===== config.mk =====
export PLATFORM = sky130hd
export DESIGN_NAME = gfx_rop
export DESIGN_NICKNAME = d
export VERILOG_FILES = /design/src/rtl/gfx_defs.sv /design/src/rtl/gfx_rop.sv
export SDC_FILE = /design/constraint.sdc
export NUM_CORES = 1
export LEC_CHECK = 0
export CAP_MARGIN = 0
export CORE_AREA = 2 2 105 107
export CTS_BUF_LIST = sky130_fd_sc_hd__clkbuf_4 sky130_fd_sc_hd__clkbuf_8 sky130_fd_sc_hd__clkbuf_16
export CTS_CLUSTER_DIAMETER = 150
export CTS_CLUSTER_SIZE = 20
export DETAILED_ROUTE_END_ITERATION = 7
export DIE_AREA = 0 0 107 109
export MAX_ROUTING_LAYER = met4
export PLACE_DENSITY = 0.66
export SLEW_MARGIN = 5
export SYNTH_ARGS = -nofsm -noshare
export SYNTH_HDL_FRONTEND = slang
export SYNTH_SLANG_ARGS = --single-unit

===== constraint.sdc =====
create_clock -name clk -period 1.65 [get_ports clk]
set_input_delay 0.165 -clock clk [delete_from_list [all_inputs] [get_ports clk]]
set_output_delay 0.165 -clock clk [all_outputs]
set_load 0.03 [all_outputs]

===== src/rtl/gfx_defs.sv =====
// Shared types, framebuffer constants and pixel-packing helpers for the gfx pipeline.
package gfx_defs;

    localparam int COORD_W = 19;   // 640x480 = 307200 pixels
    localparam int MEM_AW  = 26;   // halfword address width
    localparam int MEM_DW  = 16;   // memory data width

    localparam logic [MEM_AW-1:0] BUF0_BASE = 26'h0000000;
    localparam logic [MEM_AW-1:0] BUF1_BASE = 26'h0100000;

    typedef logic [COORD_W-1:0] linear_coord;

    typedef struct packed {
        logic [7:0] r;
        logic [7:0] g;
        logic [7:0] b;
    } rgb24;

    typedef enum logic [1:0] {
        IDLE,
        WR_LO,
        WR_HI
    } rop_state;

    // One halfword write: where it goes and what it carries.
    typedef struct packed {
        logic [MEM_AW-1:0] addr;
        logic [MEM_DW-1:0] data;
    } rop_word;

    // Low halfword of a 32-bit pixel slot: {G,B} at base + 2*coord (wraps mod 2^26).
    function automatic rop_word rop_lo_word(input logic [MEM_AW-1:0] base,
                                            input logic [MEM_AW-1:0] coord,
                                            input rgb24              color);
        rop_word w;
        w.addr = base + (coord << 1);
        w.data = {color.g, color.b};
        return w;
    endfunction

    // High halfword of a 32-bit pixel slot: {8'h00,R} at the next halfword address.
    function automatic rop_word rop_hi_word(input logic [MEM_AW-1:0] base,
                                            input logic [MEM_AW-1:0] coord,
                                            input rgb24              color);
        rop_word w;
        w.addr = base + (coord << 1) + 26'd1;
        w.data = {8'h00, color.r};
        return w;
    endfunction

endpackage


===== src/rtl/gfx_rop.sv =====
// Raster-output stage: writes each shaded fragment into the back framebuffer as
// two halfwords (lo then hi) and strobes its coordinate to gfx_masks when done.
module gfx_rop #(
    parameter int                COORD_W   = gfx_defs::COORD_W,
    parameter logic [25:0]       BUF0_BASE = gfx_defs::BUF0_BASE,
    parameter logic [25:0]       BUF1_BASE = gfx_defs::BUF1_BASE
) (
    input  logic               clk,
    input  logic               rst_n,
    input  logic               in_valid,
    output logic               in_ready,
    input  logic [COORD_W-1:0] in_addr,
    input  logic [23:0]        in_color,
    input  logic               back_sel,
    input  logic               hold,
    output logic [25:0]        mem_address,
    output logic               mem_write,
    output logic [15:0]        mem_writedata,
    input  logic               mem_waitrequest,
    output logic [COORD_W-1:0] rop_mask_addr,
    output logic               rop_mask_assert,
    output logic               busy
);
    import gfx_defs::*;

    rop_state           r_state;
    rop_state           w_next_state;
    logic               w_in_ready;
    logic               w_accept;
    logic               w_lo_done;
    logic               w_hi_done;
    rop_word            w_lo_in;
    rop_word            w_hi_latched;

    logic [COORD_W-1:0] r_coord;
    rgb24               r_color;
    logic [25:0]        r_base;
    logic [25:0]        r_mem_address;
    logic [15:0]        r_mem_writedata;
    logic               r_mem_write;
    logic               r_mask_assert;
    logic [COORD_W-1:0] r_mask_addr;

    // Low word comes straight from the inputs (registered at accept); high word
    // comes from the latched fragment so later back_sel changes cannot leak in.
    assign w_lo_in      = rop_lo_word(back_sel ? BUF1_BASE : BUF0_BASE, 26'(in_addr), rgb24'(in_color));
    assign w_hi_latched = rop_hi_word(r_base, 26'(r_coord), r_color);

    // State register.
    always_ff @(posedge clk or negedge rst_n) begin
        if (!rst_n) begin
            r_state <= IDLE;
        end else begin
            // NOTE: sequential state uses non-blocking assignment so every flop
            // samples pre-edge values, independent of block ordering.
            r_state <= w_next_state;
        end
    end

    // Next-state and handshake decode; ready is combinational on hold and waitrequest.
    always_comb begin
        // NOTE: every signal gets a default first so no path leaves it unassigned,
        // which would otherwise infer a latch.
        w_next_state = r_state;
        w_in_ready   = 1'b0;
        w_lo_done    = (r_state == WR_LO) && !mem_waitrequest;
        w_hi_done    = (r_state == WR_HI) && !mem_waitrequest;
        case (r_state)
            IDLE: begin
                w_in_ready = !hold;
                if (in_valid && w_in_ready) w_next_state = WR_LO;
            end
            WR_LO: begin
                if (!mem_waitrequest) w_next_state = WR_HI;
            end
            WR_HI: begin
                if (!mem_waitrequest) begin
                    w_in_ready   = !hold;
                    w_next_state = (in_valid && w_in_ready) ? WR_LO : IDLE;
                end
            end
            default: w_next_state = IDLE;
        endcase
        w_accept = in_valid && w_in_ready;
    end

    // Fragment latch, Avalon master registers and the mask strobe.
    always_ff @(posedge clk or negedge rst_n) begin
        if (!rst_n) begin
            // NOTE: every register here is plain control/datapath state (no memory
            // arrays), so all of it is reset to give defined outputs out of reset.
            r_coord         <= '0;
            r_color         <= '0;
            r_base          <= '0;
            r_mem_address   <= '0;
            r_mem_writedata <= '0;
            r_mem_write     <= 1'b0;
            r_mask_assert   <= 1'b0;
            r_mask_addr     <= '0;
        end else begin
            r_mask_assert <= 1'b0;
            if (w_hi_done) begin
                r_mask_assert <= 1'b1;
                r_mask_addr   <= r_coord;
            end
            if (w_accept) begin
                r_coord         <= in_addr;
                r_color         <= rgb24'(in_color);
                r_base          <= back_sel ? BUF1_BASE : BUF0_BASE;
                r_mem_write     <= 1'b1;
                r_mem_address   <= w_lo_in.addr;
                r_mem_writedata <= w_lo_in.data;
            end else if (w_lo_done) begin
                r_mem_address   <= w_hi_latched.addr;
                r_mem_writedata <= w_hi_latched.data;
            end else if (w_hi_done) begin
                r_mem_write     <= 1'b0;
            end
        end
    end

    assign in_ready        = w_in_ready;
    assign mem_address     = r_mem_address;
    assign mem_writedata   = r_mem_writedata;
    assign mem_write       = r_mem_write;
    assign rop_mask_assert = r_mask_assert;
    assign rop_mask_addr   = r_mask_addr;
    assign busy            = (r_state != IDLE);

endmodule


Yosys cells after proc, flatten, opt, wreduce, memory -nomap -nowiden
Cells that the tools add are included.
{"block": "totals", "out_inout_bits": 65, "elab_cells": 46, "in_bits": 49, "ff_bits": 118}
{"block": "classes", "addsub": 3, "eq_ne": 6, "n_reduce_logical": 12, "n_mux": 16}
{"cell": "adder 26 x 20 -> 26 bit", "count": 2}
{"cell": "2-to-1 mux 26 bit", "count": 2}
{"cell": "2-to-1 mux 16 bit", "count": 2}
{"cell": "adder 26 x 1 -> 26 bit (second input constant)", "count": 1}
{"cell": "2-to-1 mux 21 bit", "count": 1}
{"cell": "inequality test 2 bit (second input constant)", "count": 4}
{"cell": "2-to-1 mux 1 bit", "count": 6}
{"cell": "2-to-1 mux 2 bit", "count": 3}
{"cell": "one-hot mux 2 bit (3 select lines)", "count": 1}
{"cell": "nonzero test 2 bit", "count": 3}
{"cell": "logical AND 1 bit", "count": 4}
{"cell": "AND reduction 3 bit", "count": 1}
{"cell": "== test 2 x 1 -> 1 bit (second input constant)", "count": 1}
{"cell": "== test 2 bit (second input constant)", "count": 1}
{"cell": "zero test 1 bit", "count": 2}
{"cell": "zero test 2 bit", "count": 1}
{"cell": "one-hot mux 1 bit (2 select lines)", "count": 1}
{"cell": "AND reduction 2 bit", "count": 1}

Longest topological paths before layout
{"block": "depth", "ltp_word": 6, "depth_mapped": 6}

Worst setup path before layout
OpenSTA, ideal clock, no wires.
{"block": "synth_timing", "kind": "register to register", "from": "register r_state[1]", "to": "register r_color[21] (netlist name)", "required_time_ns": 1.525, "synth_period_minus_slack_ns": 1.582, "slack_ns": 0.068, "path_stages_with_launch": 6, "n_path_buf": 2, "t_arrival_ns": 1.458, "path_cell_list": "dfrtp_1 -> a211oi_2 -> and2_1 -> buf_4 -> buf_2 -> mux2_2"}
{"block": "synth_via", "elab_chain_len": 3}
{"item": "start: declaration", "line_no": "gfx_rop.sv:26", "rtl": "rop_state r_state;"}
{"item": "start signal: assignment", "line_no": "gfx_rop.sv:56", "rtl": "r_state <= w_next_state;"}
{"item": "== test 2 bit or zero test 2 bit (tied branches)", "line_no": "gfx_rop.sv:68", "rtl": "case (r_state)"}
{"item": "one-hot mux 1 bit (2 select lines) *", "line_no": "gfx_rop.sv:68"}
{"item": "logical AND 1 bit *", "line_no": "gfx_rop.sv:84", "rtl": "w_accept = in_valid && w_in_ready;"}
{"item": "end signal: assignment", "line_no": "gfx_rop.sv:108", "rtl": "r_color <= rgb24'(in_color);"}
{"item": "end: declaration", "line_no": "gfx_rop.sv:36", "rtl": "rgb24 r_color;"}
Every way passes the cells marked *; elsewhere a longest branch is shown, timed or not.
A chain may end at the register's enable or synchronous reset.

Final worst setup path
{"block": "layout_timing", "from": "register r_mask_addr[11], in the netlist rop_mask_addr[11]", "to": "output port rop_mask_addr[11]"}
{"item": "start: declaration", "line_no": "gfx_rop.sv:42", "rtl": "logic [COORD_W-1:0] r_mask_addr;"}
{"item": "start signal: assignment", "line_no": "gfx_rop.sv:104", "rtl": "r_mask_addr <= r_coord;"}
{"item": "end: declaration", "line_no": "gfx_rop.sv:20", "rtl": "output logic [COORD_W-1:0] rop_mask_addr,"}
No word-level cell between the ends.

==> out/metrics.csv <==
metric,value,unit
status,"finished, final reports clean",
full die area,0.0117,mm^2
Setup CP Type,reg2out,
share of cells above drive strength 1,0.167,
Period minus WS final,1.59,ns
sequential area share after synthesis,0.613,
post-route cell area,0.00515,mm^2
CTS root buffer,clkbuf_8,
Worst Path Max Fanout,2,
CTS H-Tree Depth,3,
clk_lat worst skew,0.35,ns
Initial Util,0.339,
Antenna Violating Nets Remaining,0,
Avg Inst Size Synth,11.8,um^2
min setup slack post-route,0.0561,ns
endpoints failing hold,0,
post-DR vias/cell,4.72,
library cells used by synthesis,21,
Clock Path Buffers,2,
Max IR drop VDD,0.000699,V
CP required,1.48,ns
P_leak,2.37,nW
Max-Cap Viols,0,
die width,107,um
xor/xnor share of the synthesized area,0,
Cells after DPL,543,
post-synthesis mux area share,0.163,
Syn-to-layout area delta,43.4,%
Die Y,109,um
initial antenna violation count,0,
gr usage total,0.160,
fin. max-slew vios,0,
Critical path buffers and inverters,1,
Synth Cell Area,0.00359,mm^2
CTS tree,built,
FILL cells,949,
# setup viols final,0,
# clock sinks,88,
clk_skew,0.00530,ns
RSZ-0062 raised after global routing,yes,
main combinational cell family by area after synthesis,multiplexers,
multi-input logic area,0.00119,mm^2
yosys warns,0,
placed cell area,0.00486,mm^2
Synth Area in Adders,0,
critical path's largest stage delay,0.69,ns
DP HPWL,5.52,mm
Pwr per Cell Area,1630,mW/mm^2
worst-path cell chain,clkdlybuf4s50_1,
global-route wire length before repair,14.1,mm
CTS buffer count,9,
FMAX,0.627,GHz
Total Nets Final,469,
ANT cells,0,
ratio of final minimum period to clock period,0.966,
Top delay family on crit path,buffers and inverters,
pin count of the biggest net entering global routing,51,
Placer Congestion,0.751,
CP Launch Type,flip-flop,
pre-CTS setup slack,-0.167,ns
vias in the first global route,2725,
HP Class,in2async,
crit end category,output port,
area fraction in compound gates after synthesis,0.0843,
setup_tns,0,ns
WL/cell,15.2,um
routed vias,2666,
number of primary I/O pins,114,
Reg area,0.00220,mm^2
DRT Pass-1 Iters,4,
Core Region,0.0106,mm^2
WP data arrival,1.43,ns
GRT Residual Overflow,0,
post-synthesis simple-gate area fraction,0.0739,
post-layout util,0.486,
fin cells,565,
R2R setup slack,0.06,ns
WL final,8.60,mm
Row Count,38,
crit path max-delay cell type,clkdlybuf4s50_1,
cell count after synthesis,305,
DRC,0,
DR iter-0 viols,96,
Port Buffers,108,
"Reg clk slew, reported paths",0.10,ns
Seq cells post-synth,88,
[Yosys cell counts]
library cell   n  area share
nor3b_1        1      0.0021
clkbuf_2       1      0.0014
o21ai_1       10       0.014
clkbuf_1      10       0.010
or2_2          1      0.0017
a21oi_1        1      0.0014
mux2i_1       28       0.078
or3b_1         1      0.0024
buf_2          8       0.011
a211oi_2       1      0.0035
conb_1         1      0.0010
inv_1         22       0.023
nand2_1       11       0.011
buf_4          6       0.013
nand3b_1       2      0.0042
mux2_2        27       0.085
and2_1         1      0.0017
dfrtp_1       88        0.61
nand3_1       36       0.050
o21ai_0       47       0.066
buf_6          2      0.0063
[worst paths after layout]
kind,startpoint,endpoint,depth (start not counted)
setup / recovery,rop_mask_addr[11],rop_mask_addr[11],1
hold / removal,rst_n,rop_mask_addr[3],2
setup reg to reg,r_state[1],r_color[16],4
hold reg to reg,rop_mask_addr[17],rop_mask_addr[17],1
max in group asynchronous,rst_n,mem_address[19],3
min in group clk,in_color[0],mem_writedata[0],3
[placed cells by master (no fill, tap or decap), drive strengths merged]
cell type | Yosys | routed
nand2 | 11 | 11
or2 | 1 | 1
bufbuf | 0 | 1
nor3b | 1 | 1
dfrtp | 88 | 88
buf | 16 | 19
mux2i | 28 | 28
conb | 1 | 5
clkinvlp | 0 | 1
clkdlybuf4s50 | 0 | 105
and2 | 1 | 1
dlygate4sd3 | 0 | 1
clkinv | 0 | 2
inv | 22 | 25
nand3b | 2 | 2
or3b | 1 | 1
clkbuf | 11 | 10
nand3 | 36 | 36
a21oi | 1 | 1
o21ai | 57 | 57
bufinv | 0 | 1
a211oi | 1 | 1
mux2 | 27 | 27
[logic make-up (layout without fill, tap and decap cells)]
group / after synthesis / count (layout)
AOI/OAI and AO/OA: 59 / 59
other: 1 / 5
DFF: 88 / 88
muxes: 55 / 55
and+or+nand+nor: 53 / 53
buffers and inverters: 49 / 165
[state kept, by name, summed over array words and instances (netlist names)]
register	flops
r_state	2
mem_writedata	16
rop_mask_addr	19
r_base	1
rop_mask_assert	1
r_color	8
mem_address	21
mem_write	1
r_coord	19
[per-layer routing]
layer  GRT usage  routed length [um]  vias up
li1            -                   -     1264
met1       0.222                4090     1300
met2       0.236                3940       96
met3      0.0383                 504        6
met4      0.0473                  61        0
met5           -                   0        -
[metrics by stage]
stage               hold slack (ns)  power (mW)
floorplan                    -0.131        5.27
global placement             0.0790        6.79
detailed placement           0.0832        6.86
CTS                           0.253        8.48
global route                  0.291        8.86
finish                        0.253        8.39
[layout make-up]
class / count / area share
multi-input cells: 172 / 0.230
clock buffers: 9 / 0.0241
clock inverters: 7 / 0.0151
repair buffers: 127 / 0.252
inverters: 22 / 0.0160
well taps: 140 / 0.0340
flip-flops and latches: 88 / 0.428
[repair_timing]
action / in CTS / in global routing
hold buffers: 1 / 0
hold endpoints to repair: 22 / 0
buffers inserted: 2 / 2
endpoints found under the setup margin: 2 / 32
pin swaps: 1 / 2
cloned: 1 / 0
resized for setup: 6 / 5
[power breakdown]
group          switching, mW  internal, mW
sequential             0.457          2.89
combinational           1.90          1.61
clock                  0.817         0.716
Power figures use the tool's default switching activity.
